<file path="src/rtl/laser_point_driver.sv">
// LASER point-stream source and scorer: streams a 40-point set, waits for the core's
// DONE, then counts points covered by the two returned circles. Optional WAIT timeout via LASER_DRV_TIMEOUT_EN.
module laser_point_driver #(
  parameter int NPTS        = 40,
  parameter int RADIUS_SQ   = 16,
  parameter int TIMEOUT_CYC = 4096
) (
  input  logic       CLK,
  input  logic       RST,
  input  logic       wr_en,
  input  logic [5:0] wr_addr,
  input  logic [3:0] wr_x,
  input  logic [3:0] wr_y,
  input  logic       start,
  output logic       busy,
  output logic [3:0] X,
  output logic [3:0] Y,
  input  logic       DONE,
  input  logic [3:0] C1X,
  input  logic [3:0] C1Y,
  input  logic [3:0] C2X,
  input  logic [3:0] C2Y,
  output logic [5:0] score,
  output logic       res_valid,
  output logic       timeout,
  output logic [2:0] state_dbg
);

  typedef enum logic [2:0] {
    S_IDLE   = 3'd0,
    S_SEND   = 3'd1,
    S_WAIT   = 3'd2,
    S_SCORE  = 3'd3,
    S_REPORT = 3'd4
  } state_t;

  localparam logic [5:0] NPTS_W = 6'(NPTS);
  localparam logic [5:0] LAST_W = 6'(NPTS - 1);
  localparam logic [8:0] RSQ_W  = 9'(RADIUS_SQ);

  state_t     state, state_n;
  logic [5:0] idx, idx_n;
  logic [5:0] acc, acc_n;
  logic [3:0] c1x, c1y, c2x, c2y;
  logic       cap;
  logic       busy_n, res_valid_n, timeout_n;
  logic [3:0] x_n, y_n;
  logic [5:0] score_n;

  logic [3:0] pbuf_x [NPTS];
  logic [3:0] pbuf_y [NPTS];

  logic       wr_ok;
  logic [3:0] pt_x, pt_y, first_x, first_y;
  logic       hit;

  assign state_dbg = state;
  assign wr_ok     = wr_en && (state == S_IDLE) && (wr_addr < NPTS_W);

  // Point buffer survives reset on purpose: a restart resends the same pattern.
  always_ff @(posedge CLK) begin
    if (wr_ok) begin
      pbuf_x[wr_addr] <= wr_x;
      pbuf_y[wr_addr] <= wr_y;
    end
  end

  assign pt_x = (idx < NPTS_W) ? pbuf_x[idx] : 4'd0;
  assign pt_y = (idx < NPTS_W) ? pbuf_y[idx] : 4'd0;

  // A write to point 0 in the start cycle must appear as the first streamed point.
  assign first_x = (wr_ok && (wr_addr == 6'd0)) ? wr_x : pbuf_x[0];
  assign first_y = (wr_ok && (wr_addr == 6'd0)) ? wr_y : pbuf_y[0];

  function automatic logic in_circle(input logic [3:0] px, input logic [3:0] py,
                                     input logic [3:0] cx, input logic [3:0] cy);
    logic [3:0] dx, dy;
    logic [7:0] sx, sy;
    logic [8:0] sum;
    dx  = (px >= cx) ? (px - cx) : (cx - px);
    dy  = (py >= cy) ? (py - cy) : (cy - py);
    sx  = {4'b0, dx} * {4'b0, dx};
    sy  = {4'b0, dy} * {4'b0, dy};
    sum = {1'b0, sx} + {1'b0, sy};
    return (sum <= RSQ_W);
  endfunction

  assign hit = in_circle(pt_x, pt_y, c1x, c1y) || in_circle(pt_x, pt_y, c2x, c2y);

`ifdef LASER_DRV_TIMEOUT_EN
  localparam int          TW      = $clog2(TIMEOUT_CYC) + 1;
  localparam logic [TW-1:0] TO_LAST = TW'(TIMEOUT_CYC - 1);
  logic [TW-1:0] wait_cnt;
  logic          wait_expired;

  // Held at zero outside WAIT, so it restarts on every WAIT entry.
  always_ff @(posedge CLK) begin
    if (RST || (state != S_WAIT)) wait_cnt <= '0;
    else                          wait_cnt <= wait_cnt + 1'b1;
  end

  assign wait_expired = (wait_cnt == TO_LAST);
`else
  logic wait_expired;
  assign wait_expired = 1'b0;
`endif

  always_comb begin
    state_n     = state;
    idx_n       = idx;
    acc_n       = acc;
    cap         = 1'b0;
    x_n         = 4'd0;
    y_n         = 4'd0;
    score_n     = score;
    res_valid_n = 1'b0;
    timeout_n   = 1'b0;
    case (state)
      S_IDLE: begin
        if (start) begin
          state_n = S_SEND;
          idx_n   = 6'd1;
          acc_n   = 6'd0;
          score_n = 6'd0;
          x_n     = first_x;
          y_n     = first_y;
        end
      end
      S_SEND: begin
        if (idx == NPTS_W) begin
          state_n = S_WAIT;
        end else begin
          x_n   = pt_x;
          y_n   = pt_y;
          idx_n = idx + 6'd1;
        end
      end
      S_WAIT: begin
        if (DONE) begin
          cap     = 1'b1;
          state_n = S_SCORE;
          idx_n   = 6'd0;
          acc_n   = 6'd0;
        end else if (wait_expired) begin
          state_n     = S_REPORT;
          score_n     = 6'd0;
          res_valid_n = 1'b1;
          timeout_n   = 1'b1;
        end
      end
      S_SCORE: begin
        acc_n = acc + {5'b0, hit};
        if (idx == LAST_W) begin
          state_n     = S_REPORT;
          score_n     = acc + {5'b0, hit};
          res_valid_n = 1'b1;
        end else begin
          idx_n = idx + 6'd1;
        end
      end
      S_REPORT: begin
        state_n = S_IDLE;
      end
      default: begin
        state_n = S_IDLE;
      end
    endcase
    busy_n = (state_n != S_IDLE);
  end

  always_ff @(posedge CLK) begin
    if (RST) begin
      state     <= S_IDLE;
      idx       <= 6'd0;
      acc       <= 6'd0;
      c1x       <= 4'd0;
      c1y       <= 4'd0;
      c2x       <= 4'd0;
      c2y       <= 4'd0;
      busy      <= 1'b0;
      X         <= 4'd0;
      Y         <= 4'd0;
      score     <= 6'd0;
      res_valid <= 1'b0;
      timeout   <= 1'b0;
    end else begin
      state     <= state_n;
      idx       <= idx_n;
      acc       <= acc_n;
      busy      <= busy_n;
      X         <= x_n;
      Y         <= y_n;
      score     <= score_n;
      res_valid <= res_valid_n;
      timeout   <= timeout_n;
      if (cap) begin
        c1x <= C1X;
        c1y <= C1Y;
        c2x <= C2X;
        c2y <= C2Y;
      end
    end
  end

endmodule

</file>
<file path="config.mk">
export PLATFORM = sky130hd
export DESIGN_NAME = laser_point_driver
export DESIGN_NICKNAME = d
export VERILOG_FILES = /design/src/rtl/laser_point_driver.sv
export SDC_FILE = /design/constraint.sdc
export NUM_CORES = 1
export LEC_CHECK = 0
export ABC_AREA = 1
export CORE_UTILIZATION = 60
export CTS_CLUSTER_DIAMETER = 100
export CTS_CLUSTER_SIZE = 25
export DETAILED_ROUTE_END_ITERATION = 10
export GPL_TIMING_DRIVEN = 0
export PLACE_DENSITY = 0.89
export SLEW_MARGIN = 20
export SYNTH_ARGS = -nofsm -noshare
export SYNTH_HDL_FRONTEND = slang
export SYNTH_SLANG_ARGS = --single-unit
</file>
<file path="constraint.sdc">
create_clock -name CLK -period 8.53 [get_ports CLK]
set_input_delay 0.853 -clock CLK [delete_from_list [all_inputs] [get_ports CLK]]
set_output_delay 0.853 -clock CLK [all_outputs]
set_load 0.01 [all_outputs]
</file>
# [After elaboration in Yosys (flattened, before gate mapping)]
# Memory sizes are Yosys's and may differ from the RTL's. A register that Yosys moved wholly into a read port is not among the register bits.
# Index checks and enable logic that the tools add are counted.
[totals] ramBits=320 output_inout_bits=20 in_bits=35 n_memories=2 register_bits=47
[op_classes] mux=37 magnitude_cmp=8 bitwise=1 reduce_logical=14 n_eq_ne=10 multipliers=4 add_sub_neg=12
[mem_list] memory="pbuf_x" depth=40 width=4 rd=2 rd_ports_with_merged_regs=1 wr=1 line="50" rtl="logic [3:0] pbuf_x [NPTS];"
[mem_list] memory="pbuf_y" depth=40 width=4 rd=2 rd_ports_with_merged_regs=1 wr=1 line="51" rtl="logic [3:0] pbuf_y [NPTS];"
[ops] cell="two-way mux 6 bit" count=10
[ops] cell="two-way mux 4 bit" count=12
[ops] cell="multiplier 4 x 4 -> 8 bit" count=4
[ops] cell="subtractor 4 bit" count=8
[ops] cell="one-hot mux 6 bit (4 select lines)" count=1
[ops] cell="adder 8 x 8 -> 9 bit" count=2
[ops] cell="less-or-equal comparator 9 x 5 -> 1 bit (second input constant)" count=2
[ops] cell="one-hot mux 6 bit (3 select lines)" count=1
[ops] cell=">= comparator 4 bit" count=4
[ops] cell="one-hot mux 4 bit (2 select lines)" count=2
[ops] cell="equality test 6 bit (second input constant)" count=2
[ops] cell="less-than comparator 6 bit (second input constant)" count=2
[ops] cell="two-way mux 3 bit" count=4
[ops] cell="one-hot mux 3 bit (4 select lines)" count=1
[ops] cell="one-hot mux 6 bit (2 select lines)" count=1
[ops] cell="inequality test 2 bit (second input constant)" count=5
[ops] cell="adder 6 x 1 -> 6 bit" count=1
[ops] cell="adder 6 x 1 -> 6 bit (second input constant)" count=1
[ops] cell="equality test 3 x 2 -> 1 bit (second input constant)" count=2
[ops] cell="logical NOT 6 bit" count=1
[ops] cell="AND reduction 3 bit" count=2
[ops] cell="nonzero test 3 bit" count=2
[ops] cell="two-way mux 1 bit" count=5
[ops] cell="AND reduction 5 bit" count=1
[ops] cell="8 further kinds" count=10

# [Longest topological paths before layout]
# Gate-level depths: netlist (run 1).
[depth] depth_word=11 ltp_mapped=49 depth_no_buf=46

# [Worst setup path before layout (run 1)]
# OpenSTA, ideal clock, no wires.
[synth_path] kind="reg2reg" from="reg with a tool-made name" to="reg acc[5]" setup_time_ns=0.071 period_less_slack_ns=6.799 setup_slack_ns=1.731 path_stages_with_launch=43 arrival_ns=6.728 required_time_ns=8.459 path_cell_list="dfxtp_1 > buf_2 > inv_2 > clkbuf_1 > nand3_1 > nand3_1 > nand2_1 > nand2_1 > nand3_1 > nand2_1 > nand2_1 > nand2_1 > inv_1 > fa_1 > nand2_1 > inv_1 > nor2_1 > o21ai_0 > [... 7 more ...] > fa_1 > fa_1 > inv_1 > fa_1 > ha_1 > inv_1 > fa_1 > xnor2_1 > nor3_1 > o2111ai_1 > nand2_1 > ha_1 > nand3_1 > nor2_1 > inv_1 > o21bai_1 > nand3_1 > a21oi_1"
[synth_lines] element="end signal, assigned" line="189" rtl="acc <= acc_n;"
[synth_lines] element="end, declared" line="43" rtl="logic [5:0] acc, acc_n;"

==> flow_metrics.py, run 1 <==
metrics = {
    "status": {
        "status": "complete, no violations",
    },
    "cts": {
        "cts_hold_buf": 0,
        "clkTransAtPathRegs_ns": 0.11,
        "clockBufferDepth": 3,
        "cts_max_level": 1,
        "clkLatencyLatePin_ns": 0.55,
        "clock_sinks": 373,
        "cts_buffers": 18,
        "cts_tree": "yes",
        "clockRootBuffer": "clkbuf_16",
    },
    "setup_path": {
        "cp-end-kind": "flop",
        "r2r_cells": 42,
        "critPathBufInv": 11,
        "worstPathArrival_ns": 8.54,
        "path_common_cell": "inv_1",
        "crit_required_ns": 8.98,
        "max_stage_delay_ns": 0.54,
        "slowest_stage": "fa_1",
        "critPathKind": "flop to flop",
        "path_depth": 42,
        "crit_family": "adder cells",
        "crit_fanout": 10,
        "startpoint_type": "flop",
    },
    "sta": {
        "hold_ws_ns": 0.4807,
        "finalWorstSetupSlack_ns": 0.4376,
        "tns_ns": 0,
        "hold_viol_final": 0,
        "max_freq_ghz": 0.1236,
        "worst_pin_slew_ns": 0.9213,
        "drv_slew": 0,
        "fin_crit_sh_pct": 94.87,
        "setup_viol": 0,
        "slew_headroom_pct": 38.35,
        "skew_ns": 0.03600,
        "min_period_ns": 8.092,
    },
    "synth": {
        "synthCells": 1713,
        "async_flop_share_pct": 0,
        "synth_fp_nets": 1844,
        "synth_area_um2": 17680,
        "synth_warnings": 0,
        "ys_ff_latch": 373,
        "avgSynthCellArea_um2": 10.32,
        "yosysUniqueCellTypes": 42,
        "ys.flop_type": "edfxtp_1",
        "synth_edf_count": 320,
        "ys_seq_area_share_pct": 60.35,
    },
    "floorplan": {
        "std_cell_rows": 62,
        "io_pins": 55,
        "die_w_um": 173.7,
        "core_um2": 28860,
        "die_area_um2": 30160,
        "die_h_um": 173.7,
        "initial_core_util_pct": 61.27,
    },
    "cells_and_area": {
        "nets": 1926,
        "final_common_cell": "nand2_1",
        "mostFrequentLayoutCells": "439 x nand2_1, 320 x edfxtp_1, 241 x nand3_1",
        "drive_gt1_share_pct": 6.948,
        "syn2layout_area_growth_pct": 9.751,
        "antennaDiodeCount": 0,
    },
    "place": {
        "dp_slack_ns": 0.05265,
        "hpwl_mm": 32.97,
        "gp_congestion": 0.9474,
        "port_buffers": 53,
    },
    "worst_hold_path": {
        "hold_class": "flop to flop",
        "whs_path_depth": 2,
    },
    "global_routing": {
        "grt.total_usage_pct": 30.61,
        "grt_pass1_wl_mm": 70.35,
        "grt_pass1_vias": 12960,
        "antenna_found_initial": 0,
        "grt_max_degree": 40,
        "gr-total-overflow": 0,
    },
    "routing": {
        "routedWlPerCell_um": 21.01,
        "vias": 13350,
        "wirelength_mm": 45.86,
        "drc": 0,
        "firstDrtPassIters": 6,
        "avgViaCountPerCell": 6.116,
        "ant_nets": 0,
        "drt_iter0_drc": 1889,
    },
    "power_and_ir_drop": {
        "design_power_total_mw": 4.530,
        "vdd_drop_max_mv": 0.1898,
        "p_leak_nw": 7.472,
        "power_density_nw_per_um2": 233.4,
    },
    "flow_run": {
        "max_cap_violations": 0,
    },
}
==> synthesized netlist by cell type (all sizes together) (4+ instances only) <==
cell,count,share of area [%]
o21ai,81,2.3
inv,141,3.0
a211oi,4,0.17
xnor2,7,0.35
nand2,442,9.4
clkbuf,33,0.70
a221oi,6,0.33
ha,66,4.7
o21bai,5,0.21
nor2,125,2.8
nand3,242,6.9
or2,4,0.14
buf,44,1.6
fa,30,3.4
dfxtp,53,6.0
o22ai,16,0.57
a21oi,54,1.5
edfxtp,320,54
o211ai,6,0.25
xor2,9,0.45
nor3,10,0.34
==> layer usage <==
layer	vias to the layer above	GRT usage [%]	routed length, um
li1	5978	-	-
met1	6305	42.22	16630
met2	942	50.32	21690
met3	127	4.846	6112
met4	0	9.430	1426
met5	-	0	0
==> flip-flops by register name, indices dropped and copies added, names as in the netlist, named ones only <==
name	count
c1y	4
Y	4
pbuf_y	160
state_dbg	3
X	4
score	6
acc	6
busy	1
idx	6
c2x	4
c2y	4
c1x	4
res_valid	1
pbuf_x	160
==> power by group <==
part / internal, mW / switching, mW
clock network: 0.392 / 0.543
registers: 1.99 / 0.00634
logic: 0.631 / 0.972
==> worst min-delay path, stage by stage, from the launching register on <==
cell     delay [ns]
dfxtp_1        0.33
nand2_1        0.06
a21oi_1        0.05
==> worst paths after layout <==
check,end,start,slack (ns)
worst max-delay path,acc[5],flop,0.44
worst max register to register,acc[5],flop,0.44
worst min register to register,acc[0],acc[0],0.48
worst min-delay path,acc[0],acc[0],0.48
==> through the flow <==
| stage | instances | util, % | cell area, um^2 |
|---|---|---|---|
| 2_1_floorplan | 1713 | - | 17680 |
| 3_3_place_gp | 2150 | 64.78 | 18690 |
| 3_5_place_dp | 2158 | 65.30 | 18840 |
| 4_1_cts | 2182 | 66.99 | 19330 |
| 5_1_grt | 2183 | 67.25 | 19410 |
| 6_report | 2183 | 67.25 | 19410 |
==> cell families after synthesis <==
kind of cell             after synthesis  share of synthesized area (%)
XOR/XNOR                              16                         0.7926
buffers and inverters                220                          5.350
AO/OA/AOI/OAI                        179                          5.689
other                                  1                        0.02121
flip-flops                           373                          60.35
AND/OR/NAND/NOR                      828                          19.74
adder cells (fa/ha/maj)               96                          8.067
==> layout make-up <==
class	instances	area, um^2
flip-flops and latches	373	10670
repair buffers	63	695.7
well taps	384	480.5
clock inverters	2	20.02
plain buffers	76	425.4
multi-input cells	1120	6111
inverters	143	538.0
fillers	2032	9452
clock buffers	22	465.4
==> what timing repair did <==
action | 4_1_cts | 5_1_grt
setup endpoints to repair | 3 | 12
setup buffers | 0 | 2
resized for setup | 2 | 38
pin swaps | 0 | 3
Note: power is estimated with default switching activity, not from simulation.
==> run 2: changes to the inputs <==
--- a/config.mk
+++ b/config.mk
@@ -7,6 +7,7 @@
 export LEC_CHECK = 0
 export ABC_AREA = 1
 export CORE_UTILIZATION = 60
+export CTS_BUF_LIST = sky130_fd_sc_hd__clkbuf_4
 export CTS_CLUSTER_DIAMETER = 100
 export CTS_CLUSTER_SIZE = 25
 export DETAILED_ROUTE_END_ITERATION = 10
==> flow_metrics.py, run 2 (synthesized netlist as in run 1, its figures left out) <==
metrics = {
    "status": {
        "status": "complete, no violations",
    },
    "setup_path": {
        "worstPathArrival_ns": 8.74,
        "path_common_cell": "inv_1",
        "max_stage_delay_ns": 0.54,
        "path_depth": 42,
        "critPathKind": "flop to flop",
        "r2r_cells": 42,
        "critPathBufInv": 11,
        "startpoint_type": "flop",
        "slowest_stage": "fa_1",
        "crit_fanout": 10,
        "crit_required_ns": 9.20,
        "crit_family": "adder cells",
        "cp-end-kind": "flop",
    },
    "routing": {
        "routedWlPerCell_um": 20.85,
        "avgViaCountPerCell": 6.067,
        "firstDrtPassIters": 5,
        "vias": 13250,
        "wirelength_mm": 45.54,
        "drc": 0,
        "ant_nets": 0,
        "drt_iter0_drc": 1885,
    },
    "power_and_ir_drop": {
        "power_density_nw_per_um2": 221.9,
        "vdd_drop_max_mv": 0.1915,
        "p_sw_mw": 1.474,
        "seqPwrFrac_pct": 47.0,
        "intPower_mw": 2.768,
        "p_comb_share_pct": 37.7,
        "design_power_total_mw": 4.241,
        "p_leak_nw": 7.349,
        "power_frac_clock_pct": 15.3,
        "switching_share_pct": 34.74,
    },
    "sta": {
        "min_period_ns": 8.067,
        "tns_ns": 0,
        "skew_ns": 0.04786,
        "slew_headroom_pct": 38.87,
        "worst_pin_slew_ns": 0.9135,
        "max_freq_ghz": 0.1240,
        "hold_viol_final": 0,
        "fin_crit_sh_pct": 94.58,
        "setup_viol": 0,
        "drv_slew": 0,
    },
    "worst_hold_path": {
        "whs_path_depth": 1,
        "hold_class": "input pin to flop",
    },
    "cells_and_area": {
        "nets": 1926,
        "syn2layout_area_growth_pct": 8.081,
        "multi_input_area_um2": 6098,
        "design_area_um2": 19110,
        "seq_area_um2": 10670,
        "mostFrequentLayoutCells": "439 x nand2_1, 320 x edfxtp_1, 241 x nand3_1",
        "fillers": 2106,
        "drive_gt1_share_pct": 7.115,
        "final_common_cell": "nand2_1",
        "top_regs": "pbuf_x: 160 flops, pbuf_y: 160 flops",
    },
    "global_routing": {
        "grt.total_usage_pct": 30.34,
        "grt_util_met3_pct": 4.978,
        "grt_pass1_vias": 12890,
        "grt_pass1_wl_mm": 69.65,
        "use_met2_pct": 49.33,
        "gr-total-overflow": 0,
        "met1_usage_pct": 41.79,
        "busiest_layer": "met2",
        "grt_max_degree": 40,
        "antenna_found_initial": 1,
    },
    "place": {
        "hpwl_mm": 32.97,
        "port_buffers": 53,
        "placed_area_um2": 18840,
        "gp_congestion": 0.9474,
    },
    "cts": {
        "cts_tree": "yes",
        "cts_hold_buf": 0,
        "clkLatencyLatePin_ns": 0.76,
        "clockRootBuffer": "clkbuf_4",
        "clock_sinks": 373,
        "cts_buffers": 18,
        "clkTransAtPathRegs_ns": 0.23,
        "clockBufferDepth": 3,
        "cts_max_level": 1,
    },
    "floorplan": {
        "initial_core_util_pct": 61.27,
        "core_um2": 28860,
        "die_w_um": 173.7,
        "die_area_um2": 30160,
        "die_h_um": 173.7,
        "io_pins": 55,
        "std_cell_rows": 62,
    },
    "flow_run": {
        "max_cap_violations": 0,
    },
}
==> run 2: changes by cell type in the layout (fill, tap and decap cells not counted) <==
cell       delta
clkbuf_1      -4
clkbuf_2      -3
diode_2       +1
nor2_4        -1
buf_2         +1
clkbuf_4     +23
o21ai_4       -1
clkinv_8      -1
clkbuf_16    -18
bufinv_16     +1
o21ai_2       +1
nor2_2        +1
buf_1         +1
==> run 2: routing by layer <==
layer	vias up	part of all wire (%)	routed length (um)
li1	5978	-	-
met1	6284	37	16780
met2	884	47	21520
met3	105	13	5880
met4	0	3.0	1363
met5	-	0	0
==> run 2: metrics by stage <==
stage | util (%) | hold WS [ns] | setup slack [ns] | std cells
4_1_cts | 65.99 | 0.3482 | 0.1331 | 2182
5_1_grt | 66.22 | 0.3267 | -0.01142 | 2184
3_5_place_dp | 65.30 | 0.4649 | 0.05265 | 2158
3_3_place_gp | 64.78 | 0.4490 | 0.2836 | 2150
6_report | 66.22 | 0.3591 | 0.4626 | 2184
2_1_floorplan | - | 0.4347 | 1.731 | 1713
==> run 2: power groups by stage <==
stage | Sequential [mW] | Clock (mW) | Combinational, mW
finish | 1.99 | 0.647 | 1.60
detailed placement | 2.03 | 0 | 1.53
CTS | 1.99 | 0.636 | 1.54
floorplan | 2.03 | 0 | 1.11
global route | 2.00 | 0.694 | 1.83
global placement | 2.04 | 0 | 1.41
==> run 2: cell type report <==
type                       count  area share (%)
sequential                   373           55.83
multi-input combinational   1120           31.91
timing repair buffer          63           3.640
inverter                     143           2.815
tap                          384           2.514
buffer                        76           2.233
clock buffer                  22          0.8642
clock inverter                 2          0.1768
antenna                        1         0.01309
==> run 2: timing repair <==
action,CTS,global route
gates resized for setup,2,38
gates cloned,0,0
pin swaps,0,3
buffers inserted,0,2
setup endpoints to repair,2,12
==> run 2: path summary, 6_finish.rpt <==
kind / startpoint / to / slack [ns]
hold reg to reg: acc[5] / acc[5] / 0.50
setup reg to reg: flop / score[5] / 0.46
hold / removal: wr_y[3] / pbuf_y[13][3] / 0.36
setup / recovery: flop / score[5] / 0.46
